File: src/rtl/pixel_gen_pkg.sv
// Shared encodings for the pixel stimulus source: output pattern modes and frame FSM states.
package pixel_gen_pkg;

    typedef enum logic [1:0] {
        MODE_COUNT = 2'd0,
        MODE_RAMP  = 2'd1,
        MODE_CONST = 2'd2,
        MODE_LFSR  = 2'd3
    } mode_e;

    typedef enum logic [1:0] {
        IDLE = 2'd0,
        RUN  = 2'd1,
        DONE = 2'd2
    } state_e;

endpackage

File: src/rtl/pixel_lfsr.sv
// Fibonacci-style shift register used as the pseudo-random pixel source; load wins over advance.
module pixel_lfsr #(
    parameter int unsigned          DATA_W    = 24,
    parameter logic [DATA_W-1:0]    LFSR_TAPS = 24'hE10000
) (
    input  logic              clk,
    input  logic              rst,
    input  logic              load,
    input  logic [DATA_W-1:0] load_val,
    input  logic              advance,
    output logic [DATA_W-1:0] q
);

    always_ff @(posedge clk or negedge rst) begin
        if (!rst) begin
            q <= '0;
        end else if (load) begin
            q <= load_val;
        end else if (advance) begin
            q <= {q[DATA_W-2:0], ^(q & LFSR_TAPS)};
        end
    end

endmodule

File: src/rtl/pixel_stream_gen.sv
// Frame-based pixel stimulus source with valid/ready handshake and sof/eol/eof framing.
module pixel_stream_gen
    import pixel_gen_pkg::*;
#(
    parameter int unsigned         CH_W      = 8,
    parameter int unsigned         IMG_W     = 16,
    parameter int unsigned         IMG_H     = 16,
    parameter int unsigned         CNT_MOD   = 4,
    parameter logic [3*CH_W-1:0]   LFSR_TAPS = 24'hE10000
) (
    input  logic                clk,
    input  logic                rst,
    input  logic                start,
    input  logic [1:0]          mode,
    input  logic [3*CH_W-1:0]   seed,
    input  logic                out_ready,
    output logic [3*CH_W-1:0]   d_out,
    output logic                d_valid,
    output logic                sof,
    output logic                eol,
    output logic                eof,
    output logic                busy,
    output logic                frame_done
);

    localparam int unsigned DATA_W = 3 * CH_W;
    localparam int unsigned XW     = $clog2(IMG_W);
    localparam int unsigned YW     = (IMG_H > 1) ? $clog2(IMG_H) : 1;

    localparam logic [XW-1:0]     X_LAST   = XW'(IMG_W - 1);
    localparam logic [YW-1:0]     Y_LAST   = YW'(IMG_H - 1);
    localparam logic [DATA_W-1:0] CNT_LAST = DATA_W'(CNT_MOD - 1);

    state_e              state;
    mode_e               mode_q;
    logic [XW-1:0]       x, nx;
    logic [YW-1:0]       y, ny;
    logic [DATA_W-1:0]   pix_q, next_pix, start_pix, lfsr_seed, lfsr_q;
    logic                lfsr_sel;
    logic                load, advance;

    function automatic logic [DATA_W-1:0] ramp_pix(input logic [XW-1:0] rx, input logic [YW-1:0] ry);
        logic [CH_W-1:0] r, g, b;
        r = CH_W'(rx);
        g = CH_W'(ry);
        b = r + g;
        return {r, g, b};
    endfunction

    always_comb begin
        nx = x + XW'(1);
        ny = y;
        if (x == X_LAST) begin
            nx = '0;
            ny = y + YW'(1);
        end
    end

    // For CONST the register simply holds the seed; for COUNT it is the count itself.
    always_comb begin
        next_pix = pix_q;
        unique case (mode_q)
            MODE_COUNT: next_pix = (pix_q == CNT_LAST) ? '0 : pix_q + DATA_W'(1);
            MODE_RAMP:  next_pix = ramp_pix(nx, ny);
            MODE_CONST: next_pix = pix_q;
            MODE_LFSR:  next_pix = '0;
        endcase
    end

    assign start_pix = (mode_e'(mode) == MODE_CONST) ? seed : '0;
    assign lfsr_seed = (seed == '0) ? DATA_W'(1) : seed;
    assign load      = (state == IDLE) && start;
    assign advance   = (state == RUN) && out_ready && !eof;

    pixel_lfsr #(
        .DATA_W    (DATA_W),
        .LFSR_TAPS (LFSR_TAPS)
    ) u_lfsr (
        .clk      (clk),
        .rst      (rst),
        .load     (load),
        .load_val (lfsr_seed),
        .advance  (advance),
        .q        (lfsr_q)
    );

    // Both sources are flops; lfsr_sel is only set while an LFSR frame is valid.
    assign d_out = lfsr_sel ? lfsr_q : pix_q;

    always_ff @(posedge clk or negedge rst) begin
        if (!rst) begin
            state      <= IDLE;
            mode_q     <= MODE_COUNT;
            x          <= '0;
            y          <= '0;
            pix_q      <= '0;
            lfsr_sel   <= 1'b0;
            d_valid    <= 1'b0;
            sof        <= 1'b0;
            eol        <= 1'b0;
            eof        <= 1'b0;
            busy       <= 1'b0;
            frame_done <= 1'b0;
        end else begin
            unique case (state)
                IDLE: begin
                    if (start) begin
                        state    <= RUN;
                        mode_q   <= mode_e'(mode);
                        x        <= '0;
                        y        <= '0;
                        pix_q    <= start_pix;
                        lfsr_sel <= (mode_e'(mode) == MODE_LFSR);
                        d_valid  <= 1'b1;
                        sof      <= 1'b1;
                        eol      <= 1'b0;
                        eof      <= 1'b0;
                        busy     <= 1'b1;
                    end
                end
                RUN: begin
                    if (out_ready) begin
                        if (eof) begin
                            state      <= DONE;
                            pix_q      <= '0;
                            lfsr_sel   <= 1'b0;
                            d_valid    <= 1'b0;
                            sof        <= 1'b0;
                            eol        <= 1'b0;
                            eof        <= 1'b0;
                            busy       <= 1'b0;
                            frame_done <= 1'b1;
                        end else begin
                            x     <= nx;
                            y     <= ny;
                            pix_q <= next_pix;
                            sof   <= 1'b0;
                            eol   <= (nx == X_LAST);
                            eof   <= (nx == X_LAST) && (ny == Y_LAST);
                        end
                    end
                end
                DONE: begin
                    state      <= IDLE;
                    frame_done <= 1'b0;
                    x          <= '0;
                    y          <= '0;
                end
                default: state <= IDLE;
            endcase
        end
    end

endmodule

File: config.mk
export PLATFORM = sky130hd
export DESIGN_NAME = pixel_stream_gen
export DESIGN_NICKNAME = d
export VERILOG_FILES = /design/src/rtl/pixel_gen_pkg.sv /design/src/rtl/pixel_lfsr.sv /design/src/rtl/pixel_stream_gen.sv
export SDC_FILE = /design/constraint.sdc
export NUM_CORES = 1
export LEC_CHECK = 0
export ABC_AREA = 1
export CORE_AREA = 2 2 82 99
export CTS_BUF_LIST = sky130_fd_sc_hd__clkbuf_4 sky130_fd_sc_hd__clkbuf_8 sky130_fd_sc_hd__clkbuf_16
export DETAILED_ROUTE_END_ITERATION = 7
export DIE_AREA = 0 0 84 101
export MAX_ROUTING_LAYER = met4
export PLACE_DENSITY_LB_ADDON = 0.2
export SLEW_MARGIN = 20
export SYNTH_ARGS = -nofsm -noshare
export SYNTH_HDL_FRONTEND = slang
export SYNTH_SLANG_ARGS = --single-unit
File: constraint.sdc
create_clock -name clk -period 4.65 [get_ports clk]
set_clock_uncertainty 0.05 [all_clocks]
set_input_delay 1.1625 -clock clk [delete_from_list [all_inputs] [get_ports clk]]
set_output_delay 1.1625 -clock clk [all_outputs]
set_load 0.02 [all_outputs]
# Word-level counts from Yosys, hierarchy flattened
# Cells that the tools add are included.
dict set report classes {
  eq_ne 16
  n_reduce_logical 20
  n_addsub 4
  muxes 42
}
# cell n
set ops {}
lappend ops {{two-way mux 24 bit} 9}
lappend ops {{one-hot mux 24 bit (3 select lines)} 1}
lappend ops {{one-hot mux 24 bit (2 select lines)} 1}
lappend ops {{two-way mux 4 bit} 7}
lappend ops {{adder 24 x 1 -> 24 bit, second input constant} 1}
lappend ops {{equality test 24 x 2 -> 1 bit, second input constant} 1}
lappend ops {{logical NOT 24 bit} 1}
lappend ops {{one-hot mux 4 bit (3 select lines)} 2}
lappend ops {{parity 24 bit} 1}
lappend ops {{equality test 4 bit, second input constant} 3}
lappend ops {{two-way mux 1 bit} 12}
lappend ops {{one-hot mux 1 bit (2 select lines)} 6}
lappend ops {{AND reduction 4 bit} 3}
lappend ops {{equality test 2 bit, second input constant} 5}
lappend ops {{AND reduction 3 bit} 3}
lappend ops {{adder 4 x 1 -> 4 bit, second input constant} 2}
lappend ops {{inequality test 2 bit, second input constant} 4}
lappend ops {{two-way mux 2 bit} 3}
lappend ops {{nonzero test 2 bit} 3}
lappend ops {{adder 4 x 4 -> 5 bit} 1}
lappend ops {{equality test 2 x 1 -> 1 bit, second input constant} 2}
lappend ops {{logical AND 1 bit} 4}
lappend ops {{logical NOT 2 bit} 2}
lappend ops {{one-hot mux 2 bit (2 select lines)} 1}
lappend ops {{4 further kinds} 4}
dict set report word_totals {
  in_bits 30
  regBits 66
}

# Logic depth before layout (Yosys ltp)
# Gate-level depths: netlist of run 1.
dict set report logic_depth {
  depth_word 7
  ltp_mapped 14
}

# By module
# From an unflattened synthesis of run 1, not the netlist that was laid out.
dict set report unflattened {
  cells_unflattened 689
  area_unflattened_um2 4603.2
}
# module cells_each area_per_inst_um2 n_inst
set modules_own_cells {}
lappend modules_own_cells {pixel_stream_gen 543 3460.8 1}
lappend modules_own_cells {pixel_lfsr 146 1142.3 1}

# Worst setup path after synthesis of run 1
# No wires, ideal clock.
dict set report synth_timing {
  path_kind {register -> output}
  start {reg lfsr_sel}
  end {out d_out[13]}
  stages_incl_launch_ff 5
  n_path_buf 2
  required_time_ps 3438
  setup_slack_ps 2263
  arrival_time_ps 1175
  path_cell_list {dfrtp_1 -> clkbuf_1 -> clkbuf_1 -> nand2_1 -> o21ai_0}
}
dict set report synth_via {
  elab_chain_cells 1
}
# item line_no
set synth_lines {}
lappend synth_lines {{start, declared} pixel_stream_gen.sv:39} ;# logic lfsr_sel;
lappend synth_lines {{start signal, assigned} pixel_stream_gen.sv:113} ;# lfsr_sel <= (mode_e'(mode) == MODE_LFSR);
lappend synth_lines {{two-way mux 24 bit} pixel_stream_gen.sv:88} ;# assign d_out = lfsr_sel ? lfsr_q : pix_q;
lappend synth_lines {{end, declared} pixel_stream_gen.sv:17} ;# output logic [3*CH_W-1:0] d_out,
# Every way passes these cells.

# Worst setup path after layout of run 1
dict set report layout_timing {
  start {reg lfsr_sel}
  end {out d_out[1]}
}
# Same word-level chain as after synthesis.

==> results of run 1 <==
[registers in the layout, summed over array words and instances (netlist names)]
| signal | cells |
|---|---|
| busy | 1 |
| y | 4 |
| eol | 1 |
| state | 2 |
| lfsr_sel | 1 |
| u_lfsr.q | 24 |
| x | 4 |
| frame_done | 1 |
| pix_q | 24 |
| sof | 1 |
| eof | 1 |
| mode_q | 2 |
[metal layers]
layer	track usage [%]	vias to the layer above
li1	-	2220
met1	39.45	2147
met2	57.42	188
met3	4.914	42
met4	14.89	0
met5	-	-
[cell usage in the layout (no fill, tap or decap), types with 2 or more instances in the layout]
cell type / synthesis / routed
nand2_1: 155 / 155
nor2_1: 110 / 110
o21ai_0: 69 / 69
inv_1: 67 / 67
dfrtp_1: 66 / 66
clkdlybuf4s50_1: 0 / 58
a21oi_1: 53 / 53
nand3_1: 40 / 40
clkbuf_8: 0 / 10
ha_1: 8 / 8
o22ai_1: 7 / 7
nand4_1: 5 / 5
nor3_1: 5 / 5
xnor2_1: 4 / 4
xor2_1: 4 / 4
nand2_2: 4 / 4
a22oi_1: 3 / 3
clkinvlp_4: 0 / 3
buf_4: 4 / 3
inv_2: 2 / 2
nor2_4: 2 / 2
nor2_2: 2 / 2
o221ai_1: 2 / 2
a31oi_1: 2 / 2
or2_2: 2 / 2
a21boi_0: 2 / 2
clkinv_4: 0 / 2
[cell usage after synthesis, types with 5 or more instances]
library cell,number,area share (%)
a21oi_1,53,6.1
buf_2,9,1.0
clkbuf_1,6,0.51
dfrtp_1,66,38
ha_1,8,2.3
inv_1,67,5.7
nand2_1,155,13
nand3_1,40,4.6
nand4_1,5,0.71
nor2_1,110,9.4
nor3_1,5,0.57
o21ai_0,69,7.9
o22ai_1,7,1.0
[cell type report]
type	instances	area share, %
well taps	92	2.223
repair buffers	62	11.74
clock inverters	5	0.7731
flip-flops and latches	66	31.89
multi-input cells	494	45.49
inverters	70	5.074
clock buffers	11	2.803
[kinds of logic (layout without fill, tap and decap cells)]
family	after synthesis	in the layout	synth area share [%]
AND/OR/NAND/NOR	331	331	31.20
AO/OA/AOI/OAI	146	146	18.21
buffers and inverters	91	148	8.564
flip-flops	66	66	37.68
adder cells (fa/ha/maj)	9	9	2.741
XOR/XNOR	8	8	1.598
[through the flow]
stage                     area, sq um  utilization (%)  setup WS, ps  hold slack (ps)
after global routing             5179            68.36         937.8            480.1
after floorplan                  4383                -          2263            415.1
after global placement           4994            65.91          1343            417.6
after CTS                        5179            68.36          1118            459.7
after detailed placement         4994            65.91          1287            431.8
final                            5179            68.36          1092            452.4
[path summary, 6_finish.rpt]
path | from | end | slack, ps | cells past startpoint
worst max-delay path | lfsr_sel$_DFFE_PN0P_ | d_out[1] | 1090 | 3
worst min-delay path | sof$_DFFE_PN0P_ | sof$_DFFE_PN0P_ | 450 | 2
worst max register to register | x[1]$_DFFE_PN0P_ | pix_q[4]$_DFFE_PN0P_ | 2030 | 14
worst min register to register | sof$_DFFE_PN0P_ | sof$_DFFE_PN0P_ | 450 | 2
max in group asynchronous | rst | x[0]$_DFFE_PN0P_ | 2750 | 2
min in group asynchronous | rst | u_lfsr.q[15]$_DFFE_PN0P_ | 880 | 1
[power breakdown]
part | internal [W] | switching [W] | total, W
sequential | 0.000764 | 0.000262 | 0.00103
clock | 0.000216 | 0.000247 | 0.000462
combinational | 0.000665 | 0.00101 | 0.00167
total | 0.00165 | 0.00151 | 0.00316
[tightest hold or removal path: stages, from the launching register on]
cell and delay, ps:
dfrtp_1 360, nand2_1 60, nand2_1 60
==> metrics.txt, run 1 <==
# TYPE chip_impl_metric gauge
chip_impl_metric{name="wl_met3",unit="microns"} 782
chip_impl_metric{name="timing.critical_path.arrival",unit="ps"} 2350
chip_impl_metric{name="share_of_flip_flops_with_an_asynchronous_set_or_reset",unit="%"} 100.0
chip_impl_metric{name="post-route-min-period",unit="ps"} 3558
chip_impl_metric{name="setup-tns-final",unit="ps"} 0
chip_impl_metric{name="maximum_number_of_pins_on_one_net_before_global_route_repair",unit=""} 42
chip_impl_metric{name="buffers_inserted_during_post_cts_setup_optimization",unit=""} 0
chip_impl_metric{name="clkSinkCount",unit=""} 66
chip_impl_metric{name="vias",unit=""} 4597
chip_impl_info{name="status",value="finished clean"} 1
chip_impl_metric{name="synth_cell_type_count",unit=""} 43
chip_impl_metric{name="floorplan.die.width",unit="microns"} 84
chip_impl_info{name="postSynth.topFlopCell",value="dfrtp_1"} 1
chip_impl_info{name="cp_slowest_cell",value="clkdlybuf4s50_1"} 1
chip_impl_metric{name="synth_area_per_cell",unit="sq um"} 6.733
chip_impl_metric{name="critPathRequiredTime",unit="ps"} 3440
chip_impl_metric{name="syn_to_final_growth",unit="%"} 18.16
chip_impl_metric{name="netlist_area",unit="sq um"} 4383
chip_impl_metric{name="crit_path_max_fanout",unit=""} 16
chip_impl_metric{name="post_synth_inst_count",unit=""} 651
chip_impl_metric{name="grt_first_pass_wirelength",unit="mm"} 21.48
chip_impl_metric{name="design.portCount",unit=""} 60
chip_impl_metric{name="row_count",unit=""} 35
chip_impl_metric{name="leakagePower",unit="nW"} 2.434
chip_impl_info{name="worstSetupStartpointType",value="flop"} 1
chip_impl_info{name="timing.setup.critical_path_class",value="flop to output port"} 1
chip_impl_metric{name="drive_gt1_share",unit="%"} 5.085
chip_impl_info{name="worstPathCellList",value="clkinv_1 -> o21ai_0 -> clkdlybuf4s50_1"} 1
chip_impl_metric{name="met2_length",unit="mm"} 6.815
chip_impl_metric{name="post_drt_via_cell_ratio",unit=""} 5.746
chip_impl_info{name="grt_setup_unrepaired",value="no"} 1
chip_impl_metric{name="worst_pin_slew",unit="ps"} 963.3
chip_impl_metric{name="layout.cells.non_filler",unit=""} 800
chip_impl_metric{name="detail_route.drc_violations",unit=""} 0
chip_impl_metric{name="io_buffer_count",unit=""} 59
chip_impl_metric{name="slew_viol_final",unit=""} 0
chip_impl_metric{name="initial_utilization",unit="%"} 57.85
chip_impl_metric{name="wire_per_inst",unit="microns"} 16.96
chip_impl_metric{name="report.power.total",unit="W"} 0.003160
chip_impl_metric{name="power.density",unit="nW/um^2"} 610.1
chip_impl_metric{name="drt-initial-drc-count",unit=""} 408
chip_impl_metric{name="vias_in_the_first_global_route",unit=""} 4349
chip_impl_metric{name="finalCritPeriodShare",unit="%"} 76.53
chip_impl_metric{name="ir_worst_vdd",unit="mV"} 0.3574
chip_impl_metric{name="worst_slew_margin_rel",unit="%"} 35.54
chip_impl_metric{name="grt.total_usage",unit="%"} 33.54
chip_impl_info{name="critical-path-top-delay-family",value="buffers and inverters"} 1
chip_impl_metric{name="cts_buffer_depth",unit=""} 2
chip_impl_metric{name="insertion_delay",unit="ps"} 360
chip_impl_metric{name="post_synth_edffs",unit=""} 0
chip_impl_metric{name="cts-htree-levels",unit=""} 3
chip_impl_metric{name="post_cts_hold_buffer_count",unit=""} 0
chip_impl_metric{name="synthesis.yosys.warnings",unit=""} 0
chip_impl_info{name="setup.worst_path.end_class",value="output port"} 1
chip_impl_metric{name="n_antenna_cell",unit=""} 0
chip_impl_info{name="min-delay-path-class",value="flop to flop"} 1
chip_impl_metric{name="globalplace.congestion",unit=""} 0.9527
chip_impl_metric{name="nets_in_the_synthesized_netlist",unit=""} 690
chip_impl_info{name="cts_tree",value="yes"} 1
chip_impl_info{name="cts_root_buffer",value="clkbuf_8"} 1
chip_impl_metric{name="fp.dieArea",unit="sq um"} 8484
chip_impl_metric{name="sequential_cell_area",unit="sq um"} 1652
chip_impl_metric{name="postCtsResizedCells",unit=""} 0
chip_impl_metric{name="final_antenna_net_count",unit=""} 0
chip_impl_metric{name="antenna_violations_before_repair",unit=""} 0
chip_impl_metric{name="finalNetCount",unit=""} 742
chip_impl_metric{name="core",unit="sq um"} 7576
chip_impl_metric{name="routedLengthMet1",unit="mm"} 5.426
chip_impl_info{name="uppermost_signal_routing_layer_after_detailed_routing",value="met4"} 1
chip_impl_metric{name="max_cap_violations",unit=""} 0
chip_impl_metric{name="gr_overflow_total",unit=""} 0
chip_impl_metric{name="yosys_register_bits",unit=""} 66
chip_impl_metric{name="timing.critical_path.buf_inv",unit=""} 2
chip_impl_metric{name="setup_violation_total_in_the_final_timing_report",unit=""} 0
chip_impl_metric{name="cts.clk_slew.worst_paths",unit="ps"} 80
chip_impl_metric{name="finalWirelength",unit="mm"} 13.57
chip_impl_metric{name="final.fill_count",unit=""} 682
chip_impl_metric{name="final_number_of_hold_violating_endpoints",unit=""} 0
chip_impl_metric{name="timing.critical_path.slowest_cell_delay",unit="ps"} 650
chip_impl_metric{name="die_y",unit="microns"} 101
chip_impl_metric{name="placedCellCount",unit=""} 784
chip_impl_metric{name="dr.pass1.iters",unit=""} 5
chip_impl_metric{name="fmax",unit="MHz"} 281.0
chip_impl_metric{name="detailedPlacementHpwl",unit="mm"} 10.41
chip_impl_metric{name="synth-seq-area-share",unit="%"} 37.68
chip_impl_metric{name="tritoncts.num_buffers",unit=""} 9
chip_impl_metric{name="footprint_of_the_multi_input_gates",unit="sq um"} 2356
(Power assumes the default switching activity.)
==> inputs of run 2 (changes only) <==
--- a/config.mk
+++ b/config.mk
@@ -6,10 +6,10 @@
 export NUM_CORES = 1
 export LEC_CHECK = 0
 export ABC_AREA = 1
-export CORE_AREA = 2 2 82 99
+export CORE_AREA = 2 2 84 102
 export CTS_BUF_LIST = sky130_fd_sc_hd__clkbuf_4 sky130_fd_sc_hd__clkbuf_8 sky130_fd_sc_hd__clkbuf_16
 export DETAILED_ROUTE_END_ITERATION = 7
-export DIE_AREA = 0 0 84 101
+export DIE_AREA = 0 0 86 104
 export MAX_ROUTING_LAYER = met4
 export PLACE_DENSITY_LB_ADDON = 0.2
 export SLEW_MARGIN = 20
==> constraint.sdc (replaced) <==
create_clock -name clk -period 3.5 [get_ports clk]
set_clock_uncertainty 0.05 [all_clocks]
set_input_delay 0.875 -clock clk [delete_from_list [all_inputs] [get_ports clk]]
set_output_delay 0.875 -clock clk [all_outputs]
set_load 0.02 [all_outputs]
==> run 2 against run 1 <==
Against the previous run:
- core utilization fell by 2.7 points
- count of clock-buffer cells in the layout fell by 2
- non-clock buffer count rose by 1
- register-to-register slack got worse by 1200 ps
- final cell count rose by 0.50%
- setup slack got worse by 820 ps
- die area rose by 5.4%
- critical path depth did not move
- global-route usage fell by 0.91 points
==> metrics.txt, run 2 (synthesis gave the netlist of run 1 again) <==
# TYPE chip_impl_metric gauge
chip_impl_info{name="status",value="finished clean"} 1
chip_impl_info{name="min-delay-path-class",value="flop to flop"} 1
chip_impl_metric{name="clkSinkCount",unit=""} 66
chip_impl_metric{name="insertion_delay",unit="ps"} 370
chip_impl_metric{name="setup_violation_total_in_the_final_timing_report",unit=""} 0
chip_impl_metric{name="drive_gt1_share",unit="%"} 5.219
chip_impl_metric{name="vias_in_the_first_global_route",unit=""} 4399
chip_impl_metric{name="crit_path_max_fanout",unit=""} 19
chip_impl_metric{name="setup-tns-final",unit="ps"} 0
chip_impl_metric{name="cts_buffer_depth",unit=""} 2
chip_impl_metric{name="grt.total_usage",unit="%"} 32.63
chip_impl_metric{name="vias",unit=""} 4623
chip_impl_info{name="worstPathCellList",value="clkinv_1 -> o21ai_0 -> clkdlybuf4s50_1"} 1
chip_impl_metric{name="antenna_violations_before_repair",unit=""} 0
chip_impl_metric{name="floorplan.die.width",unit="microns"} 86
chip_impl_metric{name="final.fill_count",unit=""} 722
chip_impl_info{name="timing.setup.critical_path_class",value="flop to output port"} 1
chip_impl_metric{name="design.portCount",unit=""} 60
chip_impl_metric{name="syn_to_final_growth",unit="%"} 19.44
chip_impl_metric{name="buffers_inserted_during_post_cts_setup_optimization",unit=""} 0
chip_impl_info{name="cp-startpoint",value="lfsr_sel$_DFFE_PN0P_"} 1
chip_impl_metric{name="fp.dieArea",unit="sq um"} 8944
chip_impl_metric{name="final_core_utilization",unit="%"} 65.66
chip_impl_metric{name="finalWirelength",unit="mm"} 13.76
chip_impl_info{name="layout_common_cells",value="155 x nand2_1, 110 x nor2_1, 69 x o21ai_0"} 1
chip_impl_metric{name="timing.critical_path.arrival",unit="ps"} 2310
chip_impl_info{name="grt_setup_unrepaired",value="no"} 1
chip_impl_metric{name="final_number_of_hold_violating_endpoints",unit=""} 0
chip_impl_metric{name="detail_route.drc_violations",unit=""} 0
chip_impl_info{name="cp_slowest_cell",value="clkdlybuf4s50_1"} 1
chip_impl_metric{name="critPathRequiredTime",unit="ps"} 2570
chip_impl_info{name="reg_top3",value="pix_q: 24 flops, u_lfsr.q: 24 flops"} 1
chip_impl_metric{name="timing.critical_path.buf_inv",unit=""} 2
chip_impl_metric{name="worst_pin_slew",unit="ps"} 1020
chip_impl_metric{name="worst_slew_margin_rel",unit="%"} 31.78
chip_impl_info{name="cts_tree",value="yes"} 1
chip_impl_metric{name="initial_utilization",unit="%"} 54.97
chip_impl_metric{name="power.density",unit="nW/um^2"} 823.2
chip_impl_metric{name="detailedPlacementHpwl",unit="mm"} 10.44
chip_impl_metric{name="finalNetCount",unit=""} 743
chip_impl_metric{name="globalplace.congestion",unit=""} 0.9656
chip_impl_metric{name="dr.pass1.iters",unit=""} 7
chip_impl_metric{name="maximum_number_of_pins_on_one_net_before_global_route_repair",unit=""} 67
chip_impl_metric{name="die_y",unit="microns"} 104
chip_impl_metric{name="gr_overflow_total",unit=""} 0
chip_impl_metric{name="finalCritPeriodShare",unit="%"} 92.38
chip_impl_metric{name="n_antenna_cell",unit=""} 0
chip_impl_metric{name="post_cts_hold_buffer_count",unit=""} 0
chip_impl_info{name="worstSetupStartpointType",value="flop"} 1
chip_impl_metric{name="io_buffer_count",unit=""} 59
chip_impl_metric{name="wire_per_inst",unit="microns"} 17.12
chip_impl_metric{name="timing.critical_path.slowest_cell_delay",unit="ps"} 650
chip_impl_metric{name="cts-htree-levels",unit=""} 3
chip_impl_info{name="cts_root_buffer",value="clkbuf_8"} 1
chip_impl_metric{name="final_antenna_net_count",unit=""} 0
chip_impl_metric{name="slew_viol_final",unit=""} 0
chip_impl_info{name="worst_r2r_startpoint",value="x[1]$_DFFE_PN0P_"} 1
chip_impl_metric{name="post-route-min-period",unit="ps"} 3233
chip_impl_metric{name="grt_first_pass_wirelength",unit="mm"} 21.82
chip_impl_metric{name="postCtsResizedCells",unit=""} 0
chip_impl_metric{name="ir_worst_vdd",unit="mV"} 0.4102
chip_impl_info{name="setup.worst_path.end_class",value="output port"} 1
chip_impl_info{name="layout_commonest_cell",value="nand2_1"} 1
chip_impl_metric{name="max_cap_violations",unit=""} 0
chip_impl_metric{name="tritoncts.num_buffers",unit=""} 9
chip_impl_metric{name="core",unit="sq um"} 7973
chip_impl_info{name="beginning_of_the_worst_hold_path",value="sof$_DFFE_PN0P_"} 1
chip_impl_metric{name="hold_ws",unit="ps"} 426.5
chip_impl_info{name="critical-path-top-delay-family",value="buffers and inverters"} 1
chip_impl_metric{name="leakagePower",unit="nW"} 2.464
chip_impl_metric{name="post_drt_via_cell_ratio",unit=""} 5.750
chip_impl_metric{name="row_count",unit=""} 36
chip_impl_metric{name="fmax",unit="MHz"} 309.3
chip_impl_metric{name="report.power.total",unit="W"} 0.004309
chip_impl_metric{name="drt-initial-drc-count",unit=""} 324
chip_impl_metric{name="cts.clk_slew.worst_paths",unit="ps"} 70
[run 2: worst paths after layout]
path,cells past startpoint,to,slack (ps)
worst max-delay path,3,d_out[1],270
min in group asynchronous,2,u_lfsr.q[12]$_DFFE_PN0P_,440
worst min-delay path,2,sof$_DFFE_PN0P_,430
worst min register to register,2,sof$_DFFE_PN0P_,430
worst max register to register,14,pix_q[4]$_DFFE_PN0P_,820
max in group asynchronous,2,x[3]$_DFFE_PN0P_,2610
[run 2: worst register-to-register path, stage by stage, from the launching register on]
cell,delay (ps)
dfrtp_1,430
ha_1,220
nand3_1,220
inv_1,190
nand2_1,70
nand2_1,130
inv_1,80
ha_1,210
fa_1,390
nand2_1,90
a21boi_0,70
o21ai_0,180
nand2_1,80
nand3_1,80
a22oi_1,60
[run 2: per-layer routing]
| layer | track usage [%] | vias to the layer above | wire length [microns] |
|---|---|---|---|
| li1 | - | 2233 | - |
| met1 | 38.16 | 2124 | 5400 |
| met2 | 51.61 | 208 | 6699 |
| met3 | 5.714 | 58 | 830 |
| met4 | 20.07 | 0 | 833 |
| met5 | - | - | 0 |
[run 2: area by class of cell]
class / instances / area [sq um] / share of cell area, %
Tap cell: 95 / 118.9 / 2.271
Clock buffer: 9 / 123.9 / 2.366
Multi-Input combinational cell: 494 / 2356 / 45.00
Inverter: 70 / 262.8 / 5.019
Sequential cell: 66 / 1652 / 31.55
Clock inverter: 7 / 93.84 / 1.793
Timing Repair Buffer: 63 / 628.1 / 12.00
[run 2: where the power goes]
group          internal, W  total (W)  switching [W]
clock             0.000399   0.000726       0.000327
combinational     0.000884    0.00221        0.00132
sequential         0.00102    0.00137       0.000359
[run 2: through the flow]
step / instance area [sq um] / instances / setup slack (ps)
2_1_floorplan: 4383 / 651 / 1268
3_3_place_gp: 5017 / 788 / 686.2
3_5_place_dp: 5017 / 788 / 630.9
4_1_cts: 5235 / 804 / 273.2
5_1_grt: 5235 / 804 / 98.98
6_report: 5235 / 804 / 266.8
